[config.mk]
export PLATFORM = sky130hd
export DESIGN_NAME = oam_dma_arbiter
export DESIGN_NICKNAME = d
export VERILOG_FILES = /design/src/rtl/oam_dma_arbiter.sv
export SDC_FILE = /design/constraint.sdc
export NUM_CORES = 1
export LEC_CHECK = 0
export CORE_MARGIN = 8
export CORE_UTILIZATION = 40
export CTS_CLUSTER_SIZE = 8
export DETAILED_ROUTE_END_ITERATION = 8
export PLACE_DENSITY_LB_ADDON = 0.12
export SYNTH_ARGS = -nofsm -noshare
export SYNTH_HDL_FRONTEND = slang
export SYNTH_SLANG_ARGS = --single-unit
[constraint.sdc]
create_clock -name clk -period 2.6 [get_ports clk]
set_clock_uncertainty 0.15 [all_clocks]
set_input_delay 0.52 -clock clk [delete_from_list [all_inputs] [get_ports clk]]
set_output_delay 0.52 -clock clk [all_outputs]
set_load 0.02 [all_outputs]
[src/rtl/oam_dma_arbiter.sv]
// OAM DMA bus arbiter: shares the external memory bus between the sm83 core and an OAM copy engine.
// Optional feature: define OAM_DMA_RESTART_EN so a DMA register write during a copy restarts it.
module oam_dma_arbiter #(
  parameter int unsigned  DMA_LEN     = 160,
  parameter int unsigned  START_DELAY = 1,
  parameter logic [15:0]  DMA_REG     = 16'hFF46,
  parameter logic [15:0]  OAM_BASE    = 16'hFE00
) (
  input  logic        clk,
  input  logic        rst,
  input  logic [15:0] cpu_addr,
  input  logic [7:0]  cpu_wdata,
  input  logic        cpu_write,
  output logic [7:0]  cpu_rdata,
  output logic [15:0] mem_addr,
  output logic [7:0]  mem_wdata,
  output logic        mem_write,
  input  logic [7:0]  mem_rdata,
  output logic [6:0]  hram_addr,
  output logic        hram_we,
  output logic [7:0]  hram_wdata,
  input  logic [7:0]  hram_rdata,
  output logic        dma_active
);

  typedef enum logic [1:0] {IDLE, DELAY, READ, WRITE} state_e;

  localparam logic [7:0] LAST_IDX  = 8'(DMA_LEN - 1);
  localparam logic [2:0] DELAY_LD  = 3'(START_DELAY);
`ifdef OAM_DMA_RESTART_EN
  localparam bit         RESTART   = 1'b1;
`else
  localparam bit         RESTART   = 1'b0;
`endif

  state_e     state_q, state_d;
  logic [7:0] src_q, src_d;
  logic [7:0] idx_q, idx_d;
  logic [2:0] cnt_q, cnt_d;
  logic [7:0] buf_q, buf_d;

  logic       is_hram;
  logic       is_dma_reg;
  logic       busy;
  logic [7:0] src_page;

  assign is_hram    = (cpu_addr >= 16'hFF80) && (cpu_addr != 16'hFFFF);
  assign is_dma_reg = (cpu_addr == DMA_REG);
  assign busy       = (state_q == READ) || (state_q == WRITE);
  // Sources in E0-FF read through the echo of C0-DF.
  assign src_page   = (src_q >= 8'hE0) ? (src_q - 8'h20) : src_q;

  assign hram_addr  = cpu_addr[6:0];
  assign hram_wdata = cpu_wdata;
  assign dma_active = busy && rst;

  always_comb begin
    // NOTE: every signal gets a default first so no path leaves it unassigned (no latches).
    state_d   = state_q;
    src_d     = src_q;
    idx_d     = idx_q;
    cnt_d     = cnt_q;
    buf_d     = buf_q;
    mem_addr  = cpu_addr;
    mem_wdata = cpu_wdata;
    mem_write = 1'b0;
    hram_we   = 1'b0;
    cpu_rdata = 8'hFF;

    if (is_hram) begin
      hram_we   = cpu_write;
      cpu_rdata = hram_rdata;
    end else if (is_dma_reg) begin
      cpu_rdata = src_q;
    end else if (!busy) begin
      mem_write = cpu_write;
      cpu_rdata = mem_rdata;
    end

    case (state_q)
      DELAY: begin
        cnt_d = cnt_q - 3'd1;
        if (cnt_q <= 3'd1) state_d = READ;
      end
      READ: begin
        mem_addr = {src_page, idx_q};
        buf_d    = mem_rdata;
        state_d  = WRITE;
      end
      WRITE: begin
        mem_addr  = OAM_BASE + {8'h00, idx_q};
        mem_wdata = buf_q;
        mem_write = 1'b1;
        if (idx_q == LAST_IDX) begin
          state_d = IDLE;
        end else begin
          idx_d   = idx_q + 8'd1;
          state_d = READ;
        end
      end
      default: ;
    endcase

    // A register write overrides the sequencing above; the bus outputs of this cycle stand.
    if (is_dma_reg && cpu_write && (!busy || RESTART)) begin
      src_d = cpu_wdata;
      idx_d = 8'h00;
      if (DELAY_LD == 3'd0) begin
        state_d = READ;
      end else begin
        state_d = DELAY;
        cnt_d   = DELAY_LD;
      end
    end

    if (!rst) begin
      mem_addr  = 16'h0000;
      mem_write = 1'b0;
      hram_we   = 1'b0;
    end
  end

  // NOTE: sequential state uses non-blocking assignments so all flops update together.
  always_ff @(posedge clk or negedge rst) begin
    if (!rst) begin
      state_q <= IDLE;
      src_q   <= 8'h00;
      idx_q   <= 8'h00;
      cnt_q   <= 3'd0;
      buf_q   <= 8'h00;
    end else begin
      state_q <= state_d;
      src_q   <= src_d;
      idx_q   <= idx_d;
      cnt_q   <= cnt_d;
      buf_q   <= buf_d;
    end
  end

endmodule

==> results.md <==
- Outcome: finished clean
- Gpl congestion: ~0.77
- Fin cells: between 400 and 500
- Wire per inst: approximately 17 um
- Fraction of layout cells with a size suffix above 1: around 31%
- Maximum number of pins on one net before global-route repair: 34
- Drt pass-1 iters: 6
- Final hold violation count: 0
- Number of DRC markers in iteration 0: 59
- Utilization after layout: between 60% and 70%
- I/O pin cnt: 93
- I/O Buffers: 92
- Layout area overhead: 53.8%
- Synth Area in Adders: 2.26%
- Largest family of logic cells by synthesized area: simple AND/OR/NAND/NOR gates
- Number of synthesized register bits: 29
- Synth cell types: 43
- Crit path DAT: around 1900 ps
- Cells after synthesis: between 200 and 250
- Clock root cell: clkbuf_8
- Synth Area in XOR/XNOR: ~3.2%
- Worst IR drop on VDD: roughly 0.00025 V
- Longest Clk Path Bufs: 2
- Multiplexer share of the synthesized area: between 20% and 30%
- # DRC: 0
- Max-cap violations: 0
- Syn nets: 285
- Final setup fails: 0
- CTS Buf Count: 5
- Synth async-reset ratio: 100%
- # diodes: 0
- Cell Pwr Density: between 400 and 500 nW/um^2
- Critical path capture point type: primary output
- Total number of vias: about 2,100
- Post-synth EDFFs: 0
- Synthesis Warnings: 0
- RSZ-0062 raised after global routing: yes
- Final nets: slightly below 400
- Simple-Gate Fraction of Synth Area: between 20% and 30%
- CTS H-tree lvls: 2
- Worst r2r src: state_q[1]$_DFFE_PN0P_
- WS Path Type: in -> out
- CTS tree: yes
- Post-synthesis cell area: ~2200 um^2
- Die height: ~90 um
- Final worst path period need: 2560 ps
- Final wirelength: 6.92 mm
- Slew Viols, Final: 0
- Post-synthesis sequential area ratio: 32.8%
- CTS clk-pin slew, worst paths: ~60 ps
- DIE AREA: 8160 um^2
- Ys flop type: dfrtp_1
- Fmax: around 0.39 GHz
- Placed cell count: around 400
- Max-slew headroom: 78.8%
- Most common cell after layout, fill and taps aside: clkdlybuf4s50_1
- Worst-Skew Late Latency: roughly 280 ps
- Crit path launch: cpu_write
- Worst-Margin Slew: ~320 ps
- Grt total ovfl: 0
- Leakage: around 1.7 nW
- Antenna viol nets, final: 0
- Post-DP HPWL: 5.22 mm
- CP startpoint kind: input pin
- CP max FO: 2
- Total GRT Usage: 17.8%
- Mean number of vias per cell: ~5.0
- Tcrit/Tclk final: 98.3%
- Core Rows: 27
- Global-route wire length before repair: 12.0 mm
- Most frequent cells in the layout: clkdlybuf4s50_1 (49), nand2_1 (30), dfrtp_1 (29)
- # fillers: roughly 480
- Required time of the critical path: around 1900 ps
- Initial antenna violation count: 0
- Starting density of the core: about two fifths
- Compound-cell area share of the yosys netlist: 10.4%
- Core Area: between 5000 and 6000 um^2
- Vias in the first global route: about 2,400
- Hold slack: around 49 ps
- Syn avg cell area: between 9 and 10 um^2
- Die X: between 90 and 100 um
- CTS sink cnt: 29
- Hold crit path type: in -> async
registers in the layout (all words and copies together) (netlist names):
name / count
cnt_q: 3
state_q: 2
buf_q: 8
src_q: 8
idx_q: 8
synthesized netlist by cell type, drive strengths merged, types with 2 or more instances:
cell    number  area share [%]
nand2       30             5.1
dfrtp       29              33
mux2        24              12
buf         21             7.7
nor2        19             4.0
mux2i       17             7.7
nor2b       13             3.7
inv         12             2.0
a21oi        9             2.0
o21ai        8             1.8
clkbuf       7             1.2
xnor2        6             2.4
and3         4             1.1
and4         4             1.7
ha           4             2.3
a211oi       3             1.0
nand4        3            0.85
a22oi        2            0.68
a31oi        2            0.57
and2         2            0.57
nand3        2            0.45
o221a        2             1.0
xor2         2            0.79
cell families after synthesis:
group / Yosys count
AND/OR/NAND/NOR: 84
buffers and inverters: 40
multiplexers: 41
XOR/XNOR: 8
adder cells (fa/ha/maj): 4
flip-flops: 29
AO/OA/AOI/OAI: 32
path summary, 6_finish.rpt:
path                                         to  slack (ps)  cells past startpoint
min reg2reg                buf_q[6]$_DFFE_PN0P_         320                      2
min in group clk           buf_q[6]$_DFFE_PN0P_         320                      2
max reg2reg                idx_q[1]$_DFFE_PN0P_         840                      7
min                        idx_q[0]$_DFFE_PN0P_          50                      2
max                                   mem_write          40                      5
max in group asynchronous  src_q[6]$_DFFE_PN0P_        2080                      2
per-layer routing:
metal	vias to the layer above	GRT usage (%)	wire length, um
li1	1013	-	-
met1	983	19.7	2950
met2	73	29.9	3340
met4	0	6.52	126
met5	-	0	0
met3	10	7.07	503
power by group:
part           switching, mW  internal [mW]  total (mW)
combinational          0.286          0.295       0.581
clock                  0.177          0.239       0.416
sequential            0.0608          0.511       0.572
layout make-up:
type	count	area [um^2]	area share, %
sequential	29	726	21.3
tap	72	90.1	2.65
timing repair buffer	123	1140	33.6
multi-input combinational	169	1290	38.1
clock inverter	1	5.00	0.147
inverter	12	45.0	1.32
clock buffer	7	96.3	2.83
through the flow:
| step | setup WS [ps] | cell area (um^2) | setup TNS (ps) | power (mW) |
|---|---|---|---|---|
| floorplan | 143 | 2210 | 0 | 0.914 |
| global placement | -747 | 3240 | -7430 | 1.18 |
| detailed placement | -746 | 3240 | -7440 | 1.19 |
| CTS | 1.20 | 3440 | 0 | 1.59 |
| global route | -13.8 | 3400 | -45.2 | 1.67 |
| finish | 44.9 | 3400 | 0 | 1.57 |
critical path, cell delays in order:
cell,delay [ps]
clkdlybuf4s50_1,480
or2b_2,310
a311o_1,270
a21boi_1,140
buf_4,160
repair_timing:
action / 4_1_cts / 5_1_grt
endpoints found under the setup margin: 31 / 14
pin swaps: 8 / 8
buffers inserted: 4 / 2
cloned: 2 / 0
resized for setup: 137 / 21
hold buffers: 0 / 0
Power figures use the tool's default switching activity.
